===== src/rtl/irq_scheduler_pkg.sv =====
// rtl/irq_scheduler_pkg.sv - shared constants and types for the interrupt scheduler
package irq_scheduler_pkg;

    localparam int NUM_SRC_C = 4;
    localparam int DATA_W_C  = 8;
    localparam int ID_W_C    = 2;

    typedef enum logic [0:0] {IDLE, SERVE} state_e;

    typedef logic [ID_W_C-1:0] src_id_t;

endpackage


===== src/rtl/irq_rr_pick.sv =====
// rtl/irq_rr_pick.sv - combinational descending wrap-around pick starting at ptr
module irq_rr_pick
    import irq_scheduler_pkg::*;
#(
    parameter int NUM_SRC = NUM_SRC_C
) (
    input  logic [NUM_SRC-1:0] eligible_i,
    input  src_id_t            ptr_i,
    output logic               found_o,
    output src_id_t            winner_o
);

    src_id_t idx;

    // Visit farthest-from-ptr first so the last hit (closest to ptr) wins.
    always_comb begin
        found_o  = |eligible_i;
        winner_o = ptr_i;
        idx      = '0;
        for (int i = NUM_SRC - 1; i >= 0; i--) begin
            idx = ptr_i - src_id_t'(i);
            if (eligible_i[idx]) begin
                winner_o = idx;
            end
        end
    end

endmodule


===== src/rtl/irq_scheduler.sv =====
// rtl/irq_scheduler.sv - edge-captured interrupt scheduler with valid/ready grant delivery
module irq_scheduler
    import irq_scheduler_pkg::*;
#(
    parameter int NUM_SRC = NUM_SRC_C,
    parameter int DATA_W  = DATA_W_C,
    parameter bit RR_EN   = 1'b1
) (
    input  logic                      clk_i,
    input  logic                      rst_i,
    input  logic [NUM_SRC-1:0]        interrupt_i,
    input  logic [NUM_SRC-1:0]        mask_i,
    input  logic [NUM_SRC*DATA_W-1:0] data_i,
    input  logic                      ready_i,
    input  logic                      clr_overrun_i,
    output logic                      valid_o,
    output logic [DATA_W-1:0]         data_o,
    output src_id_t                   id_o,
    output logic [NUM_SRC-1:0]        pending_o,
    output logic [NUM_SRC-1:0]        overrun_o
);

    state_e               state_q, state_d;
    logic [NUM_SRC-1:0]   prev_q, prev_d;
    logic [NUM_SRC-1:0]   pending_q, pending_d;
    logic [NUM_SRC-1:0]   overrun_q, overrun_d;
    logic                 valid_q, valid_d;
    logic [DATA_W-1:0]    data_q, data_d;
    src_id_t              id_q, id_d;
    src_id_t              ptr_q, ptr_d;

    logic [NUM_SRC-1:0]   irq_edge;
    logic [NUM_SRC-1:0]   clr_vec;
    logic [NUM_SRC-1:0]   eligible;
    logic                 hs;
    logic                 found;
    src_id_t              winner;
    logic [DATA_W-1:0]    win_data;

    assign eligible = pending_q & ~mask_i;

    irq_rr_pick #(.NUM_SRC(NUM_SRC)) u_pick (
        .eligible_i (eligible),
        .ptr_i      (ptr_q),
        .found_o    (found),
        .winner_o   (winner)
    );

    always_comb begin
        win_data = '0;
        for (int i = 0; i < NUM_SRC; i++) begin
            if (winner == src_id_t'(i)) begin
                win_data = data_i[i*DATA_W +: DATA_W];
            end
        end
    end

    always_comb begin
        irq_edge = interrupt_i & ~prev_q;
        hs       = (state_q == SERVE) && ready_i;
        clr_vec  = '0;
        if (hs) begin
            clr_vec[id_q] = 1'b1;
        end

        prev_d    = interrupt_i;
        // A fresh edge outranks a same-cycle service clear, and is then not an overrun.
        pending_d = irq_edge | (pending_q & ~clr_vec);
        overrun_d = (clr_overrun_i ? '0 : overrun_q) | (irq_edge & pending_q & ~clr_vec);

        state_d = state_q;
        valid_d = valid_q;
        data_d  = data_q;
        id_d    = id_q;
        ptr_d   = ptr_q;

        case (state_q)
            IDLE: begin
                valid_d = 1'b0;
                if (found) begin
                    id_d    = winner;
                    data_d  = win_data;
                    valid_d = 1'b1;
                    state_d = SERVE;
                end
            end
            SERVE: begin
                if (ready_i) begin
                    valid_d = 1'b0;
                    state_d = IDLE;
                    if (RR_EN) begin
                        ptr_d = id_q - src_id_t'(1);
                    end
                end
            end
            default: begin
                state_d = IDLE;
                valid_d = 1'b0;
            end
        endcase
    end

    always_ff @(posedge clk_i) begin
        if (rst_i) begin
            state_q   <= IDLE;
            prev_q    <= '0;
            pending_q <= '0;
            overrun_q <= '0;
            valid_q   <= 1'b0;
            data_q    <= '0;
            id_q      <= '0;
            ptr_q     <= src_id_t'(NUM_SRC - 1);
        end else begin
            state_q   <= state_d;
            prev_q    <= prev_d;
            pending_q <= pending_d;
            overrun_q <= overrun_d;
            valid_q   <= valid_d;
            data_q    <= data_d;
            id_q      <= id_d;
            ptr_q     <= ptr_d;
        end
    end

    assign valid_o   = valid_q;
    assign data_o    = data_q;
    assign id_o      = id_q;
    assign pending_o = pending_q;
    assign overrun_o = overrun_q;

endmodule


===== config.mk =====
export PLATFORM = sky130hd
export DESIGN_NAME = irq_scheduler
export DESIGN_NICKNAME = d
export VERILOG_FILES = /design/src/rtl/irq_scheduler_pkg.sv /design/src/rtl/irq_rr_pick.sv /design/src/rtl/irq_scheduler.sv
export SDC_FILE = /design/constraint.sdc
export NUM_CORES = 1
export LEC_CHECK = 0
export CORE_MARGIN = 2
export CORE_UTILIZATION = 41
export DETAILED_ROUTE_END_ITERATION = 8
export GPL_TIMING_DRIVEN = 0
export PLACE_DENSITY = 0.86
export SLEW_MARGIN = 20
export SYNTH_ARGS = -nofsm -noshare
export SYNTH_HDL_FRONTEND = slang
export SYNTH_SLANG_ARGS = --single-unit

===== constraint.sdc =====
create_clock -name clk_i -period 2.3 [get_ports clk_i]
set_input_delay 0.46 -clock clk_i [delete_from_list [all_inputs] [get_ports clk_i]]
set_output_delay 0.46 -clock clk_i [all_outputs]
set_load 0.05 [all_outputs]

==> results.md <==
- GR Util met3: under 10%
- Grt met2 use: 37.59%
- Async SR Flop Fraction: 0%
- Most used flip-flop cell after synthesis: dfxtp_1
- Place WS: -0.4158 ns
- Post-DP HPWL: about 2.6 mm
- Maximum buffer depth of the clock tree: 2
- Leakage: around 0.85 nW
- Critical Path Max Stage Delay: around 0.52 ns
- Antenna-violating nets left: 0
- Number of synthesized flops with an enable pin: 0
- Setup Skew: between 0.006 and 0.007 ns
- RR Startpoint: pending_o[2]
- Psw: roughly 440 uW
- CP max stage cell: clkdlybuf4s50_1
- Gr usage total: around a fifth
- Row count: 20
- Initial antenna violation count: 0
- Number of CTS-inserted buffers: 3
- Slew headroom: 57.78%
- Fin crit share: 93.96%
- Synth Area in Adders: ~3.7%
- CP arrival: between 2 and 2.5 ns
- Total power: between 1 and 1.5 mW
- TNS Setup: 0 ns
- CP Data Required Time: around 2.5 ns
- Busiest layer in global routing: met2
- Hold Crit Start: valid_o
- Post-route setup slack: approximately 0.14 ns
- Max VDD drop: 0.3337 mV
- CTS tree: done
- I/O pin count: 63
- Die area: 3810 um^2
- Post-synthesis mux area share: a little under an eighth
- Register area share after synthesis: 38.10%
- Top-area cell type share of the netlist area: between 30% and 40%
- CORE AREA: slightly above 3000 um^2
- Vias per inst: roughly 5
- Main combinational cell family by area after synthesis: simple AND/OR/NAND/NOR gates
- Initial Util: between 40 and 50%
- Final #Nets: 266
- Final setup viols: 0
- Residual DRC count: 0
- Port bufs: between 60 and 70
- CTS H-tree lvls: 1
- Worst skew pair latency: 0.32 ns
- Clock tree sinks: 26
- Slew @ Worst Pin: about 0.63 ns
- F_max: roughly 0.46 GHz
- Largest net degree at the start of global routing: 16
- WS Path Type: in -> reg
- Worst Hold Class: reg -> reg
- Dpl cells: 257
- Seq cells post-synth: 26
- Fin. max-slew vios: 0
- Vias in the first global route: 1273
- First-pass GRT wire length: around 5.6 mm
- Worst hold slack: approximately 0.46 ns
- Clk slew on worst S/H paths: 0.14 ns
- Initial DRT Pass Iterations: 4
- Status: finished, final reports clean
- Final worst path period need: between 2 and 2.5 ns
- Antenna Cells: 0
- Cell Count, Final, Fillers Out: between 200 and 300
- Synth cell types: 35
- Critical path startpoint: mask_i[3]
- Synthesized area per cell: ~9.0 um^2
- Initial DRC Count: 61
- Clock Tree Root: clkbuf_4
- Crit Path Max Fanout: 10
- Post-CTS Setup Inserts: 0
- DIE WIDTH: ~62 um
- Layout area overhead: 52.56%
- Pwr dens: 643.5 nW/um^2
- Switching Fraction: between 30 and 40%
- Hold Fails Final Rpt: 0
- Vias: 1303
- Startpoint types: input pin
- Critical Path End Type: flip-flop
- RSZ-0062 raised after global routing: false
- Total Wirelength: ~3.4 mm
- Routed wire per std cell: 13.06 um
- Die H: about 62 um
- Leading area contributor after synthesis: dfxtp_1
- CP Cell Sequence: clkdlybuf4s50_1 > nor2b_4 > or3_1 > a32o_1 > buf_6 > buf_8 > nand2_1 > mux2i_1 > a221o_1
- Global route total overflow: 0
- Synthesized area: 1366 um^2
- GP Congestion: roughly 0.75
- Synth Net Count: 200
- Clk network pwr share: 23.6%
- Post-Synth Simple-Gate Area: 27.75%
- Max-cap check violation count: 0
- Part of the power in combinational logic: approximately 37%
- Syn Inst Count: roughly 150
- Synth Area in Compound Gates: 14.56%
- Xor/xnor share of the synthesized area: 0%
- Sequential Power Share: 39.2%
- Met1 capacity usage during global routing: a little under a quarter
- Total of warnings raised by yosys: 0
- Main area contributors after synthesis: dfxtp_1 (38%), mux2i_1 (12%), nand2_1 (6.6%)
- Power Internal: 897.0 uW
- Share of layout cells above drive strength 1: roughly 6%
-- kinds of logic after synthesis --
kind of cell	Yosys count
AND/OR/NAND/NOR	69
adder cells (fa/ha/maj)	4
flip-flops	26
multiplexers	16
AO/OA/AOI/OAI	27
buffers and inverters	10
-- repair_timing --
action | in CTS | in global routing
hold buffers | 0 | 0
endpoints found under the setup margin | 3 | 0
resized for setup | 1 | 0
-- through the flow --
stage	utilization [%]	cell area, um^2
finish	67.18	2085
floorplan	-	1366
global route	67.18	2085
global placement	65.48	2032
CTS	67.18	2085
detailed placement	65.48	2032
-- power by group through the flow --
stage | sequential [mW] | combinational (mW) | clock [mW]
floorplan | 0.652 | 0.193 | 0
global placement | 0.534 | 0.492 | 0
detailed placement | 0.536 | 0.499 | 0
CTS | 0.526 | 0.502 | 0.313
global route | 0.532 | 0.535 | 0.328
finish | 0.526 | 0.498 | 0.317
-- synthesized netlist by cell type (2+ instances only) --
cell	n
inv_1	3
nor3b_1	8
clkbuf_1	4
a31o_1	5
mux2i_1	16
or2_2	4
nand2b_1	10
o21ai_0	2
a221o_1	3
a211o_1	2
a211oi_1	2
nor2_1	7
nand2_1	24
a21oi_1	8
ha_1	4
dfxtp_1	26
nor2b_1	6
-- metal layers --
metal  routed length (um)  up-vias  part of all wire, %
met4                   52        0                  1.5
li1                     -      662                    -
met5                    0        -                    0
met3                  152        4                  4.5
met1                 1437      600                   42
met2                 1767       37                   52
-- state kept, by name (all words and copies together) (netlist names) --
register / cells
data_o: 8
id_o: 2
overrun_o: 4
pending_o: 4
prev_q: 4
ptr_q: 2
state_q: 1
valid_o: 1
-- critical path, delay by kind of cell --
kind / cells / cell delay (ns)
mux: 1 / 0.08
simple gates: 3 / 0.42
buf+inv: 3 / 0.83
compound gates: 2 / 0.58
-- path summary, 6_finish.rpt --
check	endpoint	slack, ns	cells past startpoint
worst max register to register	data_o[7]	0.33	8
worst min register to register	valid_o	0.46	2
worst max-delay path	data_o[7]	0.14	9
worst min-delay path	valid_o	0.46	2
-- layout by cell type (no fill, tap or decap), types with 2 or more instances in the layout --
cell type,netlist,layout
a211o_1,2,2
mux2i_1,16,16
or2_2,4,4
inv_1,3,3
dfxtp_1,26,26
clkbuf_1,4,4
clkdlybuf4s50_1,0,61
ha_1,4,4
a221o_1,3,3
a21oi_1,8,8
nor2b_1,6,6
clkbuf_4,0,3
nor3b_1,8,8
nand2b_1,10,10
a211oi_1,2,2
a31o_1,5,5
nor2_1,7,7
nand2_1,24,24
-- layout make-up --
type | instances | area (um^2)
Fill cell | 279 | 1018
Multi-Input combinational cell | 116 | 788.3
Timing Repair Buffer | 61 | 610.6
Sequential cell | 26 | 520.5
Tap cell | 44 | 55.05
Buffer | 7 | 46.29
Clock inverter | 1 | 30.03
Clock buffer | 3 | 22.52
Inverter | 3 | 11.26
Power figures use the tool's default switching activity.
==> variant: new RTL, config.mk and constraints unchanged <==
Change the package constant `DATA_W_C` from 8 to 10.
--- a/src/rtl/irq_scheduler_pkg.sv
+++ b/src/rtl/irq_scheduler_pkg.sv
@@ -2,7 +2,7 @@
 package irq_scheduler_pkg;
 
     localparam int NUM_SRC_C = 4;
-    localparam int DATA_W_C  = 8;
+    localparam int DATA_W_C  = 10;
     localparam int ID_W_C    = 2;
 
     typedef enum logic [0:0] {IDLE, SERVE} state_e;
Ports: changed (resized data_i and data_o); port bits go from 63 to 73. The function was not compared with the original's and may differ.
==> variant against the unedited design <==
Sequential share of layout area shrank 1.9 points. Final area is 17% higher. Global-route usage is 0.97 points lower. Power grew 15%. Sequential power increased by 8.4%. Register-to-register slack improved by 0.09 ns. Fmax shrank 1.1%. Worst setup slack lost 0.025 ns. Sequential cell count rose by 2. Area after synthesis increased by 13%. Wire length up 10%. Largest cell class unchanged. Largest power group is now combinational cells. Highest routed layer unchanged.
==> variant: results (changes against the unedited design) <==
stage,metric,value,unit,change
logic_synthesis,Yosys cell types,44,,was 35
pwr,Leakage,0.9613,nW,was 0.8493 nW
grt,GRT Overall Usage,18.96,%,was 19.93%
placement,routability-driven placement congestion ratio,0.8088,,was 0.7513
grt,first-pass GRT wire length,6154,um,was 5623 um
logic_synthesis,Commonest cells post-synth,"28 x dfxtp_1, 20 x nand2_1, 11 x nand2b_1, 10 x mux2i_1, 9 x a21oi_1",,"was 26 x dfxtp_1, 24 x nand2_1, 16 x mux2i_1, 10 x nand2b_1"
status,status,completed,,unchanged
cts,htree depth,1,,unchanged
timing,clk_skew,0.004180,ns,was 0.006860 ns
pwr,Worst IR Drop VDD,0.4227,mV,was 0.3337 mV
grt,largest net degree at the start of global routing,17,,was 16
cts,Clock Pin Slew Worst Setup and Hold Paths,0.09,ns,was 0.14 ns
routing,Iteration-0 DRC Markers,40,,was 61
finish,count of nets after finishing,301,,was 266
min_path,worst min-delay path class,flop to flop,,unchanged
min_path,worst hold start,data_o[6],,was valid_o
timing,worst-margin pin slew,0.5245,ns,was 0.6310 ns
critical_path,crit path DAT,2.41,ns,was 2.38 ns
logic_synthesis,Syn Nets,220,,was 200
routing,Post-Route WL,3756,um,was 3409 um
routing,vias per cell,4.983,,was 4.992
critical_path,FF-to-FF Start,pending_o[0],,was pending_o[2]
min_path,WHS Endpoint,data_o[6],,was valid_o
logic_synthesis,"Seq/Total Area, Yosys",36.30,%,was 38.10%
placement,Post-Place Cells,284,,was 257
finish,# fillers,332,,was 279
finish,max FFs per register,10,,was 8
placement,IO Port Bufs,72,,was 61
critical_path,FF-to-FF End,data_o[8],,was data_o[7]
grt,vias in the first global route,1453,,"was 1,273"
timing,hold slack final,0.4718,ns,was 0.4633 ns
grt,grt total ovfl,0,,unchanged
critical_path,reg2reg path depth,6,,was 8
critical_path,CP peak stage delay,0.50,ns,was 0.52 ns
finish,Finished Layout Cells,292,,was 261
logic_synthesis,ranking of synthesized cells by area,"dfxtp_1 36%, mux2i_1 6.5%, mux2_2 5.8%",,"was dfxtp_1 38%, mux2i_1 12%, nand2_1 6.6%"
critical_path,r2r setup slk,0.42,ns,was 0.33 ns
cts,worst skew pair latency,0.28,ns,was 0.32 ns
variant: cell count changes after synthesis, sizes merged, moves of 4 or more:
cell / delta
o21ai: +10
mux2: +8
mux2i: -6
a31o: -4
a22oi: +7
nor3b: -8
variant: layout make-up:
type,instances,share of cell area [%]
Buffer,5,1.597
Multi-Input combinational cell,128,38.54
Tap cell,48,2.473
Clock inverter,1,1.236
Inverter,3,0.4637
Sequential cell,28,23.08
Clock buffer,3,1.700
Timing Repair Buffer,76,30.91
variant: worst max path at each step:
stage / startpoint / endpoint / cells after the start
after global routing: mask_i[3] / data_o[5] / 8
final: mask_i[3] / data_o[5] / 8
after global placement: mask_i[3] / data_o[5] / 6
after CTS: mask_i[3] / data_o[5] / 7
after detailed placement: mask_i[3] / data_o[2] / 6
after floorplan: pending_o[0] / data_o[5] / 7
variant: timing repair:
action	in CTS	in global routing
hold endpoints to repair	0	0
resized for setup	1	0
pin swaps	0	2
setup buffers	0	4
endpoints found under the setup margin	6	7
variant: power breakdown:
| part | switching [W] | total, W | internal [W] |
|---|---|---|---|
| sequential | 0.0000372 | 0.000570 | 0.000533 |
| clock | 0.000155 | 0.000389 | 0.000233 |
| combinational | 0.000312 | 0.000587 | 0.000275 |
| total | 0.000504 | 0.00155 | 0.00104 |
variant: cell families (layout without fill, tap and decap cells):
group / count (synthesis) / after routing / share of synthesized area, %
AND/OR/NAND/NOR: 62 / 62 / 23.10
AO/OA/AOI/OAI: 44 / 44 / 21.80
flip-flops: 28 / 28 / 36.30
multiplexers: 18 / 18 / 12.32
buffers and inverters: 8 / 88 / 3.241
adder cells (fa/ha/maj): 4 / 4 / 3.242
variant: metrics by stage:
stage	cell area, um^2	setup slack (ns)	setup TNS, ns	utilization (%)	total power [W]
5_1_grt	2429	0.02244	0	66.84	0.001631
2_1_floorplan	1544	0.2009	0	-	0.0009443
4_1_cts	2399	0.09652	0	66.01	0.001551
3_3_place_gp	2325	-0.2900	-2.614	63.98	0.001155
6_report	2429	0.1143	0	66.84	0.001546
3_5_place_dp	2325	-0.2932	-2.624	63.98	0.001160
variant: critical path, delay by kind of cell:
family                 cells  cell delay [ns]
AOI/OAI and AO/OA          3             0.66
and+or+nand+nor            1             0.21
buffers and inverters      2             0.69
muxes                      2             0.38
variant: per-layer routing:
metal	vias to the layer above	wire length (um)	track usage [%]	part of all wire [%]
met2	62	1780	32.78	47
met1	636	1500	20.23	40
met4	0	76	9.375	2.0
li1	753	-	-	-
met5	-	0	0	0
met3	4	399	7.021	11
